File: src/rtl/matrix_scan_driver_pkg.sv
// Shared geometry, code mapping and FSM state type for the 7x5 matrix scan driver.
package matrix_scan_driver_pkg;

    localparam int ROWS        = 7;
    localparam int COLS        = 5;
    localparam int CELLS       = ROWS * COLS;
    localparam int CODE_OFFSET = 1;
    localparam int ROW_W       = 3;
    localparam int COL_W       = 3;
    localparam int DWELL_W     = 8;
    localparam int IDX_W       = 6;

    typedef enum logic {
        ST_IDLE = 1'b0,
        ST_SCAN = 1'b1
    } scan_state_e;

    function automatic logic [IDX_W-1:0] cell_index(input logic [ROW_W-1:0] row,
                                                    input logic [COL_W-1:0] col);
        return IDX_W'(row * COLS) + IDX_W'(col);
    endfunction

    // Offset keeps code 0 free to mean "no cell selected".
    function automatic logic [2:0] to_code(input logic [2:0] value);
        return value + 3'(CODE_OFFSET);
    endfunction

endpackage

File: src/rtl/matrix_scan_counter.sv
// Row-major row/col/dwell counter chain; wrap marks the last dwell cycle of the last cell.
module matrix_scan_counter
    import matrix_scan_driver_pkg::*;
#(
    parameter int DWELL = 4
) (
    input  logic               clk,
    input  logic               rst,
    input  logic               clear,
    input  logic               advance,
    output logic [ROW_W-1:0]   row,
    output logic [COL_W-1:0]   col,
    output logic [DWELL_W-1:0] dwell,
    output logic               wrap
);

    localparam logic [DWELL_W-1:0] DWELL_LAST = DWELL_W'(DWELL - 1);
    localparam logic [COL_W-1:0]   COL_LAST   = COL_W'(COLS - 1);
    localparam logic [ROW_W-1:0]   ROW_LAST   = ROW_W'(ROWS - 1);

    logic [ROW_W-1:0]   row_reg, row_next;
    logic [COL_W-1:0]   col_reg, col_next;
    logic [DWELL_W-1:0] dwell_reg, dwell_next;

    always_comb begin
        row_next   = row_reg;
        col_next   = col_reg;
        dwell_next = dwell_reg;
        if (clear) begin
            row_next   = '0;
            col_next   = '0;
            dwell_next = '0;
        end else if (advance) begin
            if (dwell_reg == DWELL_LAST) begin
                dwell_next = '0;
                if (col_reg == COL_LAST) begin
                    col_next = '0;
                    row_next = (row_reg == ROW_LAST) ? '0 : row_reg + 1'b1;
                end else begin
                    col_next = col_reg + 1'b1;
                end
            end else begin
                dwell_next = dwell_reg + 1'b1;
            end
        end
    end

    always_ff @(posedge clk) begin
        if (rst) begin
            row_reg   <= '0;
            col_reg   <= '0;
            dwell_reg <= '0;
        end else begin
            row_reg   <= row_next;
            col_reg   <= col_next;
            dwell_reg <= dwell_next;
        end
    end

    assign row   = row_reg;
    assign col   = col_reg;
    assign dwell = dwell_reg;
    assign wrap  = (row_reg == ROW_LAST) && (col_reg == COL_LAST) && (dwell_reg == DWELL_LAST);

endmodule

File: src/rtl/matrix_scan_driver.sv
// 7x5 LED matrix scan driver: double-buffered frame with tear-free swap at the frame boundary.
module matrix_scan_driver
    import matrix_scan_driver_pkg::*;
#(
    parameter int DWELL = 4
) (
    input  logic             clk,
    input  logic             rst,
    input  logic             en,
    input  logic             load,
    input  logic [CELLS-1:0] frame,
    output logic             ready,
    output logic             ipt,
    output logic             sel0,
    output logic             sel1,
    output logic             sel2,
    output logic             sel3,
    output logic             sel4,
    output logic             sel5,
    output logic             frame_done
);

    scan_state_e        state_reg, state_next;
    logic               counter_clear, counter_advance;
    logic [ROW_W-1:0]   row;
    logic [COL_W-1:0]   col;
    logic [DWELL_W-1:0] dwell;
    logic               wrap;

    logic [CELLS-1:0]   active_reg, active_next;
    logic [CELLS-1:0]   pending_reg, pending_next;
    logic               pending_valid_reg, pending_valid_next;
    logic               load_accept;
    logic               scan_active;
    logic [2:0]         col_code, row_code;

    matrix_scan_counter #(.DWELL(DWELL)) u_counter (
        .clk     (clk),
        .rst     (rst),
        .clear   (counter_clear),
        .advance (counter_advance),
        .row     (row),
        .col     (col),
        .dwell   (dwell),
        .wrap    (wrap)
    );

    always_comb begin
        state_next      = state_reg;
        counter_clear   = 1'b0;
        counter_advance = 1'b0;
        case (state_reg)
            ST_IDLE: begin
                counter_clear = 1'b1;
                if (en) state_next = ST_SCAN;
            end
            ST_SCAN: begin
                if (!en) begin
                    state_next    = ST_IDLE;
                    counter_clear = 1'b1;
                end else begin
                    counter_advance = 1'b1;
                end
            end
            default: state_next = ST_IDLE;
        endcase
    end

    // An accepted load implies the pending slot was empty, so it never collides with a swap.
    always_comb begin
        active_next        = active_reg;
        pending_next       = pending_reg;
        pending_valid_next = pending_valid_reg;
        load_accept        = load && !pending_valid_reg;
        if (state_reg == ST_IDLE) begin
            if (load_accept) active_next = frame;
        end else begin
            if (wrap && pending_valid_reg) begin
                active_next        = pending_reg;
                pending_valid_next = 1'b0;
            end
            if (load_accept) begin
                pending_next       = frame;
                pending_valid_next = 1'b1;
            end
        end
    end

    always_ff @(posedge clk) begin
        if (rst) begin
            state_reg         <= ST_IDLE;
            active_reg        <= '0;
            pending_reg       <= '0;
            pending_valid_reg <= 1'b0;
        end else begin
            state_reg         <= state_next;
            active_reg        <= active_next;
            pending_reg       <= pending_next;
            pending_valid_reg <= pending_valid_next;
        end
    end

    // Outputs decode registered state only; dwell 0 is the blank anti-ghost cycle.
    assign scan_active = (state_reg == ST_SCAN);
    assign col_code    = scan_active ? to_code(col) : 3'b000;
    assign row_code    = scan_active ? to_code(row) : 3'b000;
    assign {sel0, sel1, sel2} = col_code;
    assign {sel3, sel4, sel5} = row_code;
    assign ipt         = scan_active && (dwell != '0) && active_reg[cell_index(row, col)];
    assign frame_done  = scan_active && wrap;
    assign ready       = !pending_valid_reg;

endmodule
File: config.mk
export PLATFORM = sky130hd
export DESIGN_NAME = matrix_scan_driver
export DESIGN_NICKNAME = d
export VERILOG_FILES = /design/src/rtl/matrix_scan_driver_pkg.sv /design/src/rtl/matrix_scan_counter.sv /design/src/rtl/matrix_scan_driver.sv
export SDC_FILE = /design/constraint.sdc
export NUM_CORES = 1
export LEC_CHECK = 0
export BUFFER_PORTS_ARGS = -buffer_cell sky130_fd_sc_hd__buf_4
export CAP_MARGIN = 20
export CORE_ASPECT_RATIO = 0.6
export CORE_MARGIN = 1.5
export CORE_UTILIZATION = 58
export DETAILED_ROUTE_END_ITERATION = 7
export HOLD_SLACK_MARGIN = 0.05
export PLACE_DENSITY = 0.81
export REMOVE_ABC_BUFFERS = 1
export SETUP_SLACK_MARGIN = 0.15
export SLEW_MARGIN = 20
export SYNTH_ARGS = -nofsm -noshare
export SYNTH_HDL_FRONTEND = slang
export SYNTH_SLANG_ARGS = --single-unit
File: constraint.sdc
create_clock -name clk -period 3.54 [get_ports clk]
set_clock_uncertainty 0.1 [all_clocks]
set_input_delay 0.708 -clock clk [delete_from_list [all_inputs] [get_ports clk]]
set_output_delay 0.708 -clock clk [all_outputs]
set_load 0.01 [all_outputs]
==> impl_metrics.env <==
export IMPL_die_w_um=114
export IMPL_ff2ff_setup_slack_ps=1230
export IMPL_ys_warnings_count=0
export IMPL_worst_path_max_delay_cell="fa_2"
export IMPL_clock_root_buffer="clkbuf_16"
export IMPL_timing_critical_path_arrival_ps=2660
export IMPL_holdPathEnd="pending_reg[26]$_SDFFE_PP0P_"
export IMPL_yosys_register_bits=86
export IMPL_total_routing_usage_reported_by_global_routing=0.263
export IMPL_tritoncts="built"
export IMPL_final_cell_count_no_fill=583
export IMPL_placement_rows=23
export IMPL_synth_most_common_cell="dfxtp_1"
export IMPL_rr_endpoint="active_reg[1]$_SDFFE_PP0P_"
export IMPL_slew_violations=0
export IMPL_synth_top_area_frac=0.405
export IMPL_fmax_mhz=288
export IMPL_ant_nets=0
export IMPL_dp_hpwl_mm=5.95
export IMPL_critPathMaxFanout=4
export IMPL_synthDominantAreaCellType="dfxtp_1"
export IMPL_yosys_cell_types_count=37
export IMPL_placement_io_buffers=47
export IMPL_unrepaired_setup_endpoints_after_global_routing="yes"
export IMPL_highest_routed_layer="met4"
export IMPL_asyncSetResetFlopFracSynth=0
export IMPL_power_density_nw_per_um2=437
export IMPL_ir_drop_uv=313
export IMPL_detail_route_iter0_violations=175
export IMPL_final_area_um2=5020
export IMPL_m1WireLength_mm=4.36
export IMPL_dr_wl_cell_um=16.6
export IMPL_dr_wl_met3_um=429
export IMPL_worstSkewPairLatency_ps=340
export IMPL_num_cts_buffers=9
export IMPL_design_final_nets=546
export IMPL_cp_start_kind="flip-flop"
export IMPL_leakagePower_uw=0.00188
export IMPL_critPathCaptureType="output port"
export IMPL_fin_setup_tns_ps=0
export IMPL_cp_data_required_time_ps=2730
export IMPL_hold_viol_final=0
export IMPL_cts_sinks=86
export IMPL_worstRegToRegCells=9
export IMPL_synthTopCellsByCount="dfxtp_1 (86), nand2_1 (78), nor2_1 (55), a21oi_1 (44), mux2i_1 (38)"
export IMPL_antenna_found_initial=0
export IMPL_syn_inst=453
export IMPL_number_of_enable_flip_flop_cells_after_synthesis=0
export IMPL_synth_top_cells_by_area="dfxtp_1 (40%), a211oi_2 (10%), mux2i_1 (8.9%), nand2_1 (6.9%), a21oi_1 (5.2%)"
export IMPL_route_detailed_vias_per_inst=5.82
export IMPL_setup_viol=0
export IMPL_met2_length_mm=4.60
export IMPL_fp_dieArea_um2=7870
export IMPL_die_height_um=69.3
export IMPL_cts_buffer_depth=2
export IMPL_core_area_um2=6880
export IMPL_hold_depth=2
export IMPL_drc_errors=0
export IMPL_total_power_uw=2190
export IMPL_design_portCount=48
export IMPL_path_class_of_the_lowest_slack_min_delay_path="reg2reg"
export IMPL_totalWireLength_mm=9.68
export IMPL_place_gp_congestion=0.887
export IMPL_synthesis_area_um2=4250
export IMPL_cp_slowest_stage_delay_ps=380
export IMPL_postSynthAreaPerCell_um2=9.39
export IMPL_maximum_level_of_the_cts_h_tree=3
export IMPL_n_fill_cell=510
export IMPL_hold_ws_ps=352
export IMPL_max_slew_margin=0.364
export IMPL_antennaDiodeCount=0
export IMPL_placedCellCount=563
export IMPL_areaGrowthSynthToFinish_pct=18.2
export IMPL_crit_path_category="reg2out"
export IMPL_placed_cell_area_um2=4620
export IMPL_min_from="pending_reg[26]$_SDFFE_PP0P_"
export IMPL_rr_startpoint="u_counter.row[0]$_SDFFE_PP0P_"
export IMPL_ys_seq_area_frac=0.405
export IMPL_grt_pass1_wl_mm=16.2
export IMPL_final_period_utilization=0.981
export IMPL_critical_path_cell_chain="ha_4 > ha_4 > fa_2 > xor2_2 > buf_4 > mux2i_2 > nand2_1 > o211ai_1 > a22oi_1 > buf_4"
export IMPL_synth_main_ff_cell="dfxtp_1"
export IMPL_grt_remaining_overflow=0
export IMPL_grt_start_max_net_pins=75
export IMPL_status="completed"
export IMPL_worst_slew_pin_slew_ps=954
export IMPL_detailedRoute_firstPassIterationCount=4
export IMPL_clk_pin_slew_worst_paths_ps=60
export IMPL_vias_in_the_first_global_route=3316
export IMPL_initial_core_util=0.618
export IMPL_final_period_minus_worst_setup_slack_ps=3470
export IMPL_drive_above_1_share=0.276
export IMPL_total_via_count_after_detailed_routing=3393
export IMPL_timing_max_cap_violations=0
==> critical path: cells and delay by family (launching register included) <==
kind,cells,cell delay [ps]
flops,1,370
mux,1,240
simple gates,1,120
xor+xnor,1,210
compound gates,2,210
buf+inv,2,340
fa+ha+maj,3,840
==> worst max-delay path by stage <==
stage                                              from  slack, ps                    endpoint
final                     u_counter.row[0]$_SDFFE_PP0P_         70                         ipt
after global routing      u_counter.row[0]$_SDFFE_PP0P_          3                         ipt
after CTS                 u_counter.row[2]$_SDFFE_PP0P_         90                         ipt
after detailed placement  u_counter.row[0]$_SDFFE_PP0P_         70                         ipt
after global placement    u_counter.row[0]$_SDFFE_PP0P_        200                         ipt
after floorplan                  scan_active$_SDFF_PP0_       -860  active_reg[0]$_SDFFE_PP0P_
==> metrics by stage <==
stage                      util  setup slack, ps
after floorplan               -             -859
after global placement    0.671              198
after detailed placement  0.671             70.0
after CTS                 0.728             88.4
after global routing      0.731             3.22
final                     0.731             67.4
==> layout by cell type (no fill, tap or decap), types with 3 or more instances in the layout <==
master	instances
a211oi_2	35
a21oi_1	44
and2_1	6
and3_1	6
buf_4	56
clkbuf_16	9
clkbuf_8	3
dfxtp_1	81
dfxtp_4	3
ha_1	9
ha_4	5
inv_1	6
mux2i_1	37
mux4_2	8
nand2_1	78
nand3_1	5
nor2_1	55
nor2b_1	4
nor3_1	4
o21ai_0	4
xnor2_1	7
==> power by group <==
part / switching (µW) / internal, µW / total (µW)
Combinational: 138 / 112 / 250
Clock: 374 / 531 / 905
Sequential: 25.0 / 1010 / 1040
==> layout make-up <==
cell class	count	area [µm²]	share of cell area
Timing Repair Buffer	57	440	0.0876
Tap cell	87	109	0.0217
Sequential cell	86	1740	0.345
Clock buffer	13	270	0.0538
Clock inverter	3	17.5	0.00349
Multi-Input combinational cell	331	2430	0.484
Inverter	6	22.5	0.00448
==> what timing repair did <==
action	CTS	global route
gates resized for setup	15	3
setup endpoints to repair	1	1
pin swaps	6	1
buffers inserted	4	0
hold endpoints to repair	0	0
hold buffers	0	0
==> per-layer routing <==
layer	up-vias	GRT usage
met4	0	0.133
met2	88	0.405
met1	1629	0.338
li1	1648	-
met3	28	0.0760
met5	-	0
==> cells by family (layout without fill, tap and decap cells) <==
kind of cell,after synthesis,count (layout),synth area share
adder cells (fa/ha/maj),16,16,0.0489
XOR/XNOR,10,10,0.0206
AND/OR/NAND/NOR,165,165,0.168
multiplexers,48,48,0.137
flip-flops,86,86,0.405
AO/OA/AOI/OAI,92,92,0.179
buffers and inverters,36,79,0.0421
Note: power is estimated with default switching activity, not from simulation.
